<file path="src/rtl/usb_tx_burst_scheduler_pkg.sv">
// Shared types and constants for the USB3 TX burst scheduler.
// Burst header layout: {tag, completed-burst sequence, burst length}.
package usb_tx_pkg;

  typedef enum logic [1:0] {
    ST_IDLE,
    ST_CTRL,
    ST_MD_HDR,
    ST_MD_DATA
  } sched_state_e;

  typedef enum logic {
    SRC_CTRL,
    SRC_MD
  } word_src_e;

  localparam logic [7:0] HDR_TAG_DEF = 8'hD0;
  localparam logic [7:0] MD_TAG_DEF  = 8'hDA;

  function automatic logic [39:0] make_header(input logic [7:0]  tag,
                                              input logic [15:0] seq,
                                              input logic [15:0] len);
    return {tag, seq, len};
  endfunction

endpackage

</file>
<file path="src/rtl/usb_tx_burst_scheduler_if.sv">
// FIFO-side signal bundle of the scheduler: control FIFO, measured-data FIFO, TX FIFO.
// master = scheduler, slave = FIFO environment.
interface usb_tx_burst_scheduler_if #(
  parameter int CNT_W = 12
);
  logic             Control_Fifo_Empty;
  logic [39:0]      Control_Fifo_Data;
  logic             Control_Fifo_RE;
  logic             MD_Fifo_Empty;
  logic [CNT_W-1:0] MD_Fifo_Count;
  logic [31:0]      MD_Fifo_Data;
  logic             MD_Fifo_RE;
  logic             TX_Fifo_AFull;
  logic             TX_Fifo_WE;
  logic [39:0]      TX_Fifo_Data;

  modport master (
    input  Control_Fifo_Empty, Control_Fifo_Data,
    input  MD_Fifo_Empty, MD_Fifo_Count, MD_Fifo_Data,
    input  TX_Fifo_AFull,
    output Control_Fifo_RE, MD_Fifo_RE,
    output TX_Fifo_WE, TX_Fifo_Data
  );

  modport slave (
    output Control_Fifo_Empty, Control_Fifo_Data,
    output MD_Fifo_Empty, MD_Fifo_Count, MD_Fifo_Data,
    output TX_Fifo_AFull,
    input  Control_Fifo_RE, MD_Fifo_RE,
    input  TX_Fifo_WE, TX_Fifo_Data
  );
endinterface

</file>
<file path="src/rtl/usb_tx_burst_scheduler_word_packer.sv">
// Write pipeline: RE -> source/valid stage -> registered TX word (header, control or tagged MD).
// Headers enter the output register directly, so their WE follows the grant by one cycle.
module usb_tx_word_packer
  import usb_tx_pkg::*;
#(
  parameter logic [7:0] MD_TAG = MD_TAG_DEF
) (
  input  logic        clk,
  input  logic        rst,
  input  logic        ctrl_re,
  input  logic        md_re,
  input  logic        md_last,
  input  logic        hdr_we,
  input  logic [39:0] hdr_word,
  input  logic [39:0] ctrl_q,
  input  logic [31:0] md_q,
  output logic        tx_we,
  output logic [39:0] tx_data,
  output logic        last_wr,
  output logic        busy
);
  logic        vld1_q, vld1_d;
  word_src_e   src1_q, src1_d;
  logic        last1_q, last1_d;
  logic        we_q, we_d;
  logic [39:0] data_q, data_d;

  always_comb begin
    vld1_d  = ctrl_re | md_re;
    src1_d  = md_re ? SRC_MD : SRC_CTRL;
    last1_d = md_re & md_last;
    we_d    = hdr_we | vld1_q;
    data_d  = data_q;
    if (hdr_we) begin
      data_d = hdr_word;
    end else if (vld1_q) begin
      data_d = (src1_q == SRC_MD) ? {MD_TAG, md_q} : ctrl_q;
    end
  end

  always_ff @(posedge clk or posedge rst) begin
    if (rst) begin
      vld1_q  <= 1'b0;
      src1_q  <= SRC_CTRL;
      last1_q <= 1'b0;
      we_q    <= 1'b0;
      data_q  <= '0;
    end else begin
      vld1_q  <= vld1_d;
      src1_q  <= src1_d;
      last1_q <= last1_d;
      we_q    <= we_d;
      data_q  <= data_d;
    end
  end

  assign tx_we   = we_q;
  assign tx_data = data_q;
  // High in the cycle the last word of a burst is being loaded into the output register.
  assign last_wr = vld1_q & last1_q;
  assign busy    = vld1_q | we_q;
endmodule

</file>
<file path="src/rtl/usb_tx_burst_scheduler.sv">
// Shares the TX FIFO between control responses and fixed-length tagged measured-data bursts.
// Control has priority; after MAX_CTRL_RUN control words a ready MD burst gets the next grant.
module usb_tx_burst_scheduler
  import usb_tx_pkg::*;
#(
  parameter int          MD_BURST_LEN = 256,
  parameter int          CNT_W        = 12,
  parameter int          MAX_CTRL_RUN = 4,
  parameter logic [7:0]  HDR_TAG      = HDR_TAG_DEF,
  parameter logic [7:0]  MD_TAG       = MD_TAG_DEF
) (
  input  logic                       Clock,
  input  logic                       Reset,
  input  logic                       Enable,
  usb_tx_burst_scheduler_if.master   bus,
  output logic                       Busy,
  output logic [15:0]                Burst_Seq
);
  localparam int RUN_W = $clog2(MAX_CTRL_RUN + 1);

  sched_state_e     state_q, state_d;
  logic [RUN_W-1:0] ctrl_run_q, ctrl_run_d;
  logic             yield_q, yield_d;
  logic [CNT_W-1:0] word_cnt_q, word_cnt_d;
  logic [15:0]      seq_q, seq_d;

  logic        md_ready;
  logic        ctrl_re, md_re, md_last, hdr_we;
  logic        last_wr, pipe_busy;
  logic [39:0] hdr_word;

  assign md_ready = (bus.MD_Fifo_Count >= CNT_W'(MD_BURST_LEN));
  assign hdr_word = make_header(HDR_TAG, seq_q, 16'(MD_BURST_LEN));

  always_comb begin
    state_d    = state_q;
    ctrl_run_d = ctrl_run_q;
    yield_d    = yield_q;
    word_cnt_d = word_cnt_q;
    seq_d      = seq_q;
    ctrl_re    = 1'b0;
    md_re      = 1'b0;
    md_last    = 1'b0;
    hdr_we     = 1'b0;
    if (last_wr) seq_d = seq_q + 16'd1;

    case (state_q)
      ST_IDLE: begin
        if (!md_ready) yield_d = 1'b0;
        if (Enable) begin
          if (!bus.Control_Fifo_Empty && !(yield_q && md_ready)) state_d = ST_CTRL;
          else if (md_ready)                                     state_d = ST_MD_HDR;
        end
      end
      ST_CTRL: begin
        ctrl_re = Enable && !bus.Control_Fifo_Empty && !bus.TX_Fifo_AFull;
        if (!Enable || bus.Control_Fifo_Empty) begin
          state_d    = ST_IDLE;
          ctrl_run_d = '0;
        end else if (ctrl_re) begin
          if (ctrl_run_q == RUN_W'(MAX_CTRL_RUN - 1)) begin
            state_d    = ST_IDLE;
            yield_d    = 1'b1;
            ctrl_run_d = '0;
          end else begin
            ctrl_run_d = ctrl_run_q + 1'b1;
          end
        end
      end
      ST_MD_HDR: begin
        if (!bus.TX_Fifo_AFull) begin
          hdr_we     = 1'b1;
          yield_d    = 1'b0;
          word_cnt_d = '0;
          state_d    = ST_MD_DATA;
        end
      end
      ST_MD_DATA: begin
        // Enable is ignored here: a started burst always runs to its full length.
        md_re = !bus.MD_Fifo_Empty && !bus.TX_Fifo_AFull;
        if (md_re) begin
          if (word_cnt_q == CNT_W'(MD_BURST_LEN - 1)) begin
            md_last    = 1'b1;
            word_cnt_d = '0;
            state_d    = ST_IDLE;
          end else begin
            word_cnt_d = word_cnt_q + 1'b1;
          end
        end
      end
      default: state_d = ST_IDLE;
    endcase
  end

  always_ff @(posedge Clock or posedge Reset) begin
    if (Reset) begin
      state_q    <= ST_IDLE;
      ctrl_run_q <= '0;
      yield_q    <= 1'b0;
      word_cnt_q <= '0;
      seq_q      <= '0;
    end else begin
      state_q    <= state_d;
      ctrl_run_q <= ctrl_run_d;
      yield_q    <= yield_d;
      word_cnt_q <= word_cnt_d;
      seq_q      <= seq_d;
    end
  end

  usb_tx_word_packer #(
    .MD_TAG (MD_TAG)
  ) u_packer (
    .clk      (Clock),
    .rst      (Reset),
    .ctrl_re  (ctrl_re),
    .md_re    (md_re),
    .md_last  (md_last),
    .hdr_we   (hdr_we),
    .hdr_word (hdr_word),
    .ctrl_q   (bus.Control_Fifo_Data),
    .md_q     (bus.MD_Fifo_Data),
    .tx_we    (bus.TX_Fifo_WE),
    .tx_data  (bus.TX_Fifo_Data),
    .last_wr  (last_wr),
    .busy     (pipe_busy)
  );

  assign bus.Control_Fifo_RE = ctrl_re;
  assign bus.MD_Fifo_RE      = md_re;
  assign Busy                = (state_q != ST_IDLE) || pipe_busy;
  assign Burst_Seq           = seq_q;
endmodule

</file>
<file path="src/flat_wrapper.sv">
// flat-port wrapper written by rule: the top's interface ports become plain ports
module usb_tx_burst_scheduler_flat import usb_tx_pkg::*;
#(
  parameter int          MD_BURST_LEN = 256,
  parameter int          CNT_W        = 12,
  parameter int          MAX_CTRL_RUN = 4,
  parameter logic [7:0]  HDR_TAG      = HDR_TAG_DEF,
  parameter logic [7:0]  MD_TAG       = MD_TAG_DEF
)
  (Clock, Reset, Enable, Busy, Burst_Seq, bus_Control_Fifo_Empty, bus_Control_Fifo_Data, bus_MD_Fifo_Empty, bus_MD_Fifo_Count, bus_MD_Fifo_Data, bus_TX_Fifo_AFull, bus_Control_Fifo_RE, bus_MD_Fifo_RE, bus_TX_Fifo_WE, bus_TX_Fifo_Data);
  usb_tx_burst_scheduler_if #(.CNT_W(CNT_W)) bus_i ();
  input  logic Clock;
  input  logic Reset;
  input  logic Enable;
  output logic Busy;
  output logic [15:0] Burst_Seq;
  input wire logic [$bits(bus_i.Control_Fifo_Empty)-1:0] bus_Control_Fifo_Empty;
  input wire logic [$bits(bus_i.Control_Fifo_Data)-1:0] bus_Control_Fifo_Data;
  input wire logic [$bits(bus_i.MD_Fifo_Empty)-1:0] bus_MD_Fifo_Empty;
  input wire logic [$bits(bus_i.MD_Fifo_Count)-1:0] bus_MD_Fifo_Count;
  input wire logic [$bits(bus_i.MD_Fifo_Data)-1:0] bus_MD_Fifo_Data;
  input wire logic [$bits(bus_i.TX_Fifo_AFull)-1:0] bus_TX_Fifo_AFull;
  output wire logic [$bits(bus_i.Control_Fifo_RE)-1:0] bus_Control_Fifo_RE;
  output wire logic [$bits(bus_i.MD_Fifo_RE)-1:0] bus_MD_Fifo_RE;
  output wire logic [$bits(bus_i.TX_Fifo_WE)-1:0] bus_TX_Fifo_WE;
  output wire logic [$bits(bus_i.TX_Fifo_Data)-1:0] bus_TX_Fifo_Data;
  assign bus_i.Control_Fifo_Empty = bus_Control_Fifo_Empty;
  assign bus_i.Control_Fifo_Data = bus_Control_Fifo_Data;
  assign bus_i.MD_Fifo_Empty = bus_MD_Fifo_Empty;
  assign bus_i.MD_Fifo_Count = bus_MD_Fifo_Count;
  assign bus_i.MD_Fifo_Data = bus_MD_Fifo_Data;
  assign bus_i.TX_Fifo_AFull = bus_TX_Fifo_AFull;
  assign bus_Control_Fifo_RE = bus_i.Control_Fifo_RE;
  assign bus_MD_Fifo_RE = bus_i.MD_Fifo_RE;
  assign bus_TX_Fifo_WE = bus_i.TX_Fifo_WE;
  assign bus_TX_Fifo_Data = bus_i.TX_Fifo_Data;
  usb_tx_burst_scheduler #(.MD_BURST_LEN(MD_BURST_LEN), .CNT_W(CNT_W), .MAX_CTRL_RUN(MAX_CTRL_RUN), .HDR_TAG(HDR_TAG), .MD_TAG(MD_TAG)) u_core (.Clock(Clock), .Reset(Reset), .Enable(Enable), .bus(bus_i), .Busy(Busy), .Burst_Seq(Burst_Seq));
endmodule
</file>
<file path="config.mk">
export PLATFORM = sky130hd
export DESIGN_NAME = usb_tx_burst_scheduler_flat
export DESIGN_NICKNAME = d
export VERILOG_FILES = /design/src/rtl/usb_tx_burst_scheduler_pkg.sv /design/src/rtl/usb_tx_burst_scheduler_if.sv /design/src/rtl/usb_tx_burst_scheduler_word_packer.sv /design/src/rtl/usb_tx_burst_scheduler.sv /design/src/flat_wrapper.sv
export SDC_FILE = /design/constraint.sdc
export NUM_CORES = 1
export LEC_CHECK = 0
export ABC_AREA = 1
export CAP_MARGIN = 25
export CORE_ASPECT_RATIO = 0.6
export CORE_MARGIN = 3
export CORE_UTILIZATION = 45
export DETAILED_ROUTE_END_ITERATION = 8
export GPL_TIMING_DRIVEN = 0
export PLACE_DENSITY = 0.83
export SYNTH_ARGS = -nofsm -noshare
export SYNTH_HDL_FRONTEND = slang
export SYNTH_SLANG_ARGS = --single-unit
</file>
<file path="constraint.sdc">
create_clock -name Clock -period 2.9 [get_ports Clock]
set_input_delay 0.58 -clock Clock [delete_from_list [all_inputs] [get_ports Clock]]
set_output_delay 0.58 -clock Clock [all_outputs]
set_load 0.1 [all_outputs]
</file>
==> impl_metrics.ini <==
[cts]
clockBufferDepth = 2
clk_pin_slew_ns = 0.06
cts_root_buf = clkbuf_16
numClockSinks = 78
cts_tree = built
clkLatencyLatePin_ns = 0.34
cts-buffers-inserted = 9
cts_hold_buf = 0
htree_levels = 3

[cells_and_area]
finish.utilization_pct = 69.0
nNetsFinal = 740
area_growth_pct = 45.7
drive_gt1_share_pct = 9.97
stdcell_area_sq_um = 6020
n_antenna_cell = 0
fin_cells = 764
nFillCells = 673

[die]
die_h_microns = 80.2
die_x_microns = 130
rows = 26
start_util_pct = 47.3
die_area_sq_um = 10400
ios = 150
core_sq_um = 8720

[synth]
synthMuxAreaShare_pct = 4.12
syn-instance-count = 494
synth_top_family_by_area = simple AND/OR/NAND/NOR gates
synth_area_leaders = dfrtp_1, nand2_1, nor2_1, mux2i_1, inv_1
synth_nets = 587
yosys.area.top_type_share_pct = 47.3
syn_area_sq_um = 4130
synth-edff-count = 0
avgSynthCellArea_sq_um = 8.36
synth_top_cell_by_area = dfrtp_1
synthXorXnorAreaFrac_pct = 2.12
synthAdderAreaFrac_pct = 0.909
yosys_warnings = 0
synth_most_common_cell = nand2_1
synth-main-ff-cell = dfrtp_1
synth_simple_gate_area_share_pct = 27.8
ys_types = 43
ys_async_sr_fraction_pct = 100
synth_compound_area_share_pct = 10.1
yosys_register_bits = 78
synthTopCellsByCount = nand2_1, dfrtp_1, nor2_1, inv_1, o21ai_0
ys_seq_area_share_pct = 47.3

[grt]
use_met3_pct = 7.64
grt_util_met1_pct = 33.2
gr-usage-all-layers_pct = 24.2
grt_overflow = 0
top_usage_layer = met2
antenna_found_initial = 0
grt_max_degree = 70
first_global_vias = 3923
grt_util_met2_pct = 35.8
grt_pass1_wl_microns = 19400

[routing]
ant_nets = 0
drt_iter0_drc = 322
vias = 4001
avgViaCountPerCell = 5.24
wl_microns = 12200
wire_per_inst_microns = 16.0
dr.pass1.iters = 5
drt_drc_violations_left = 0

[timing]
worst_pin_slew_ns = 1.03
clock_skew_ns = 0.00574
setup_viol = 0
hold_viol = 0
slew_headroom_pct = 31.4
max_freq_mhz = 373
rsz0062_at_grt = no
period_share_pct = 92.3
setup_tns_ns = 0
final.min_clock_period_ns = 2.68
finalMaxSlewViolations = 0

[setup_path]
arrival_ns = 2.10
start_kind = input pin
worstSetupPathType = input pin to output pin
slowest_delay_ns = 0.57
cp_max_fo = 5
path_cells = clkdlybuf4s50_1 -> nand2_1 -> nor2_1 -> nand2_1 -> inv_1 -> clkdlybuf4s15_2
setup.worst_path.start = Enable
worst_path_max_delay_cell = clkdlybuf4s15_2
crit_family = buffers and inverters
worst_path_most_repeated_cell = nand2_1
critPathCaptureType = output pin
r2r-start = u_core.word_cnt_q[0]
cp.required_ns = 2.32
path_buf_inv = 3

[placed_design]
dp_cells = 748
gp_congestion = 0.892
hpwl_microns = 9230
placed_cell_area_sq_um = 5710
numPortBuffers = 141

[power_and_ir_drop]
pwr_density_cell_nw_per_um2 = 960
peakVddDrop_v = 0.000931
leakagePower_nw = 2.74

[hold_path]
hold_path_class = input pin to async pin

[status]
status = finished clean

[job]
maxCapViolations = 0
==> metrics by stage <==
| stage | setup WS [ns] | power [W] | hold slack, ns |
|---|---|---|---|
| after floorplan | 0.325 | 0.00381 | 0.460 |
| after global placement | -0.954 | 0.00457 | 0.464 |
| after detailed placement | -0.363 | 0.00463 | 0.471 |
| after CTS | 0.0961 | 0.00579 | 0.492 |
| after global routing | 0.0681 | 0.00601 | 0.507 |
| final | 0.222 | 0.00577 | 0.489 |
==> repair_timing <==
action | 4_1_cts | 5_1_grt
pin swaps | 0 | 0
setup endpoints to repair | 2 | 1
buffers inserted | 0 | 0
cloned | 0 | 0
resized for setup | 6 | 1
==> report_power, final <==
part           internal, W  switching, W  total, W
Sequential         0.00134      0.000162   0.00150
Combinational     0.000782       0.00234   0.00312
Clock             0.000709      0.000439   0.00115
==> state kept, by name, summed over array words and instances (netlist names) <==
register,flops
u_core.u_packer.tx_we,1
u_core.state_q,2
u_core.u_packer.vld1_q,1
u_core.Burst_Seq,16
u_core.word_cnt_q,12
u_core.u_packer.tx_data,40
u_core.yield_q,1
u_core.u_packer.last1_q,1
u_core.ctrl_run_q,3
u_core.u_packer.src1_q,1
==> kinds of logic (layout without fill, tap and decap cells) <==
| group | after synthesis | in the layout |
|---|---|---|
| simple gates | 260 | 260 |
| flops | 78 | 78 |
| buf+inv | 67 | 225 |
| compound gates | 59 | 59 |
| mux | 17 | 17 |
| xor+xnor | 10 | 10 |
| fa+ha+maj | 3 | 3 |
==> layout make-up <==
cell class | instances | area [sq um] | share of cell area [%]
Buffer | 15 | 113 | 1.87
Tap cell | 112 | 140 | 2.33
Clock buffer | 12 | 256 | 4.26
Timing Repair Buffer | 142 | 1440 | 24.0
Inverter | 52 | 204 | 3.39
Clock inverter | 4 | 45.0 | 0.749
Sequential cell | 78 | 1950 | 32.4
Multi-Input combinational cell | 349 | 1860 | 30.9
==> cell usage in the layout (no fill, tap or decap), types with 4 or more instances in the layout <==
cell and n:
nand2_1 154, clkdlybuf4s50_1 138, dfrtp_1 78, nor2_1 58, inv_1 43, o21ai_0 30, nand3_1 18, mux2i_1 17
clkbuf_16 9, nand4_1 8, xor2_1 7, a21oi_1 7, o311ai_2 6, buf_2 5, inv_2 4, nand2_4 4
nor3_1 4, clkbuf_1 4, clkinv_2 4
==> routing by layer <==
metal	vias up	part of all wire, %
li1	1904	-
met3	15	9.3
met4	0	1.9
met2	184	45
met5	-	0
met1	1898	44
==> final timing paths <==
path	endpoint	slack [ns]	depth (start not counted)
max in group asynchronous	u_core.u_packer.tx_data[21]	1.84	3
min in group Clock	u_core.u_packer.tx_data[3]	0.49	2
setup / recovery	bus_Control_Fifo_RE	0.22	6
hold reg to reg	u_core.u_packer.tx_data[3]	0.49	2
setup reg to reg	u_core.word_cnt_q[2]	1.21	8
hold / removal	u_core.u_packer.tx_data[39]	0.49	2
No activity file was read; power rests on OpenSTA's default activity.
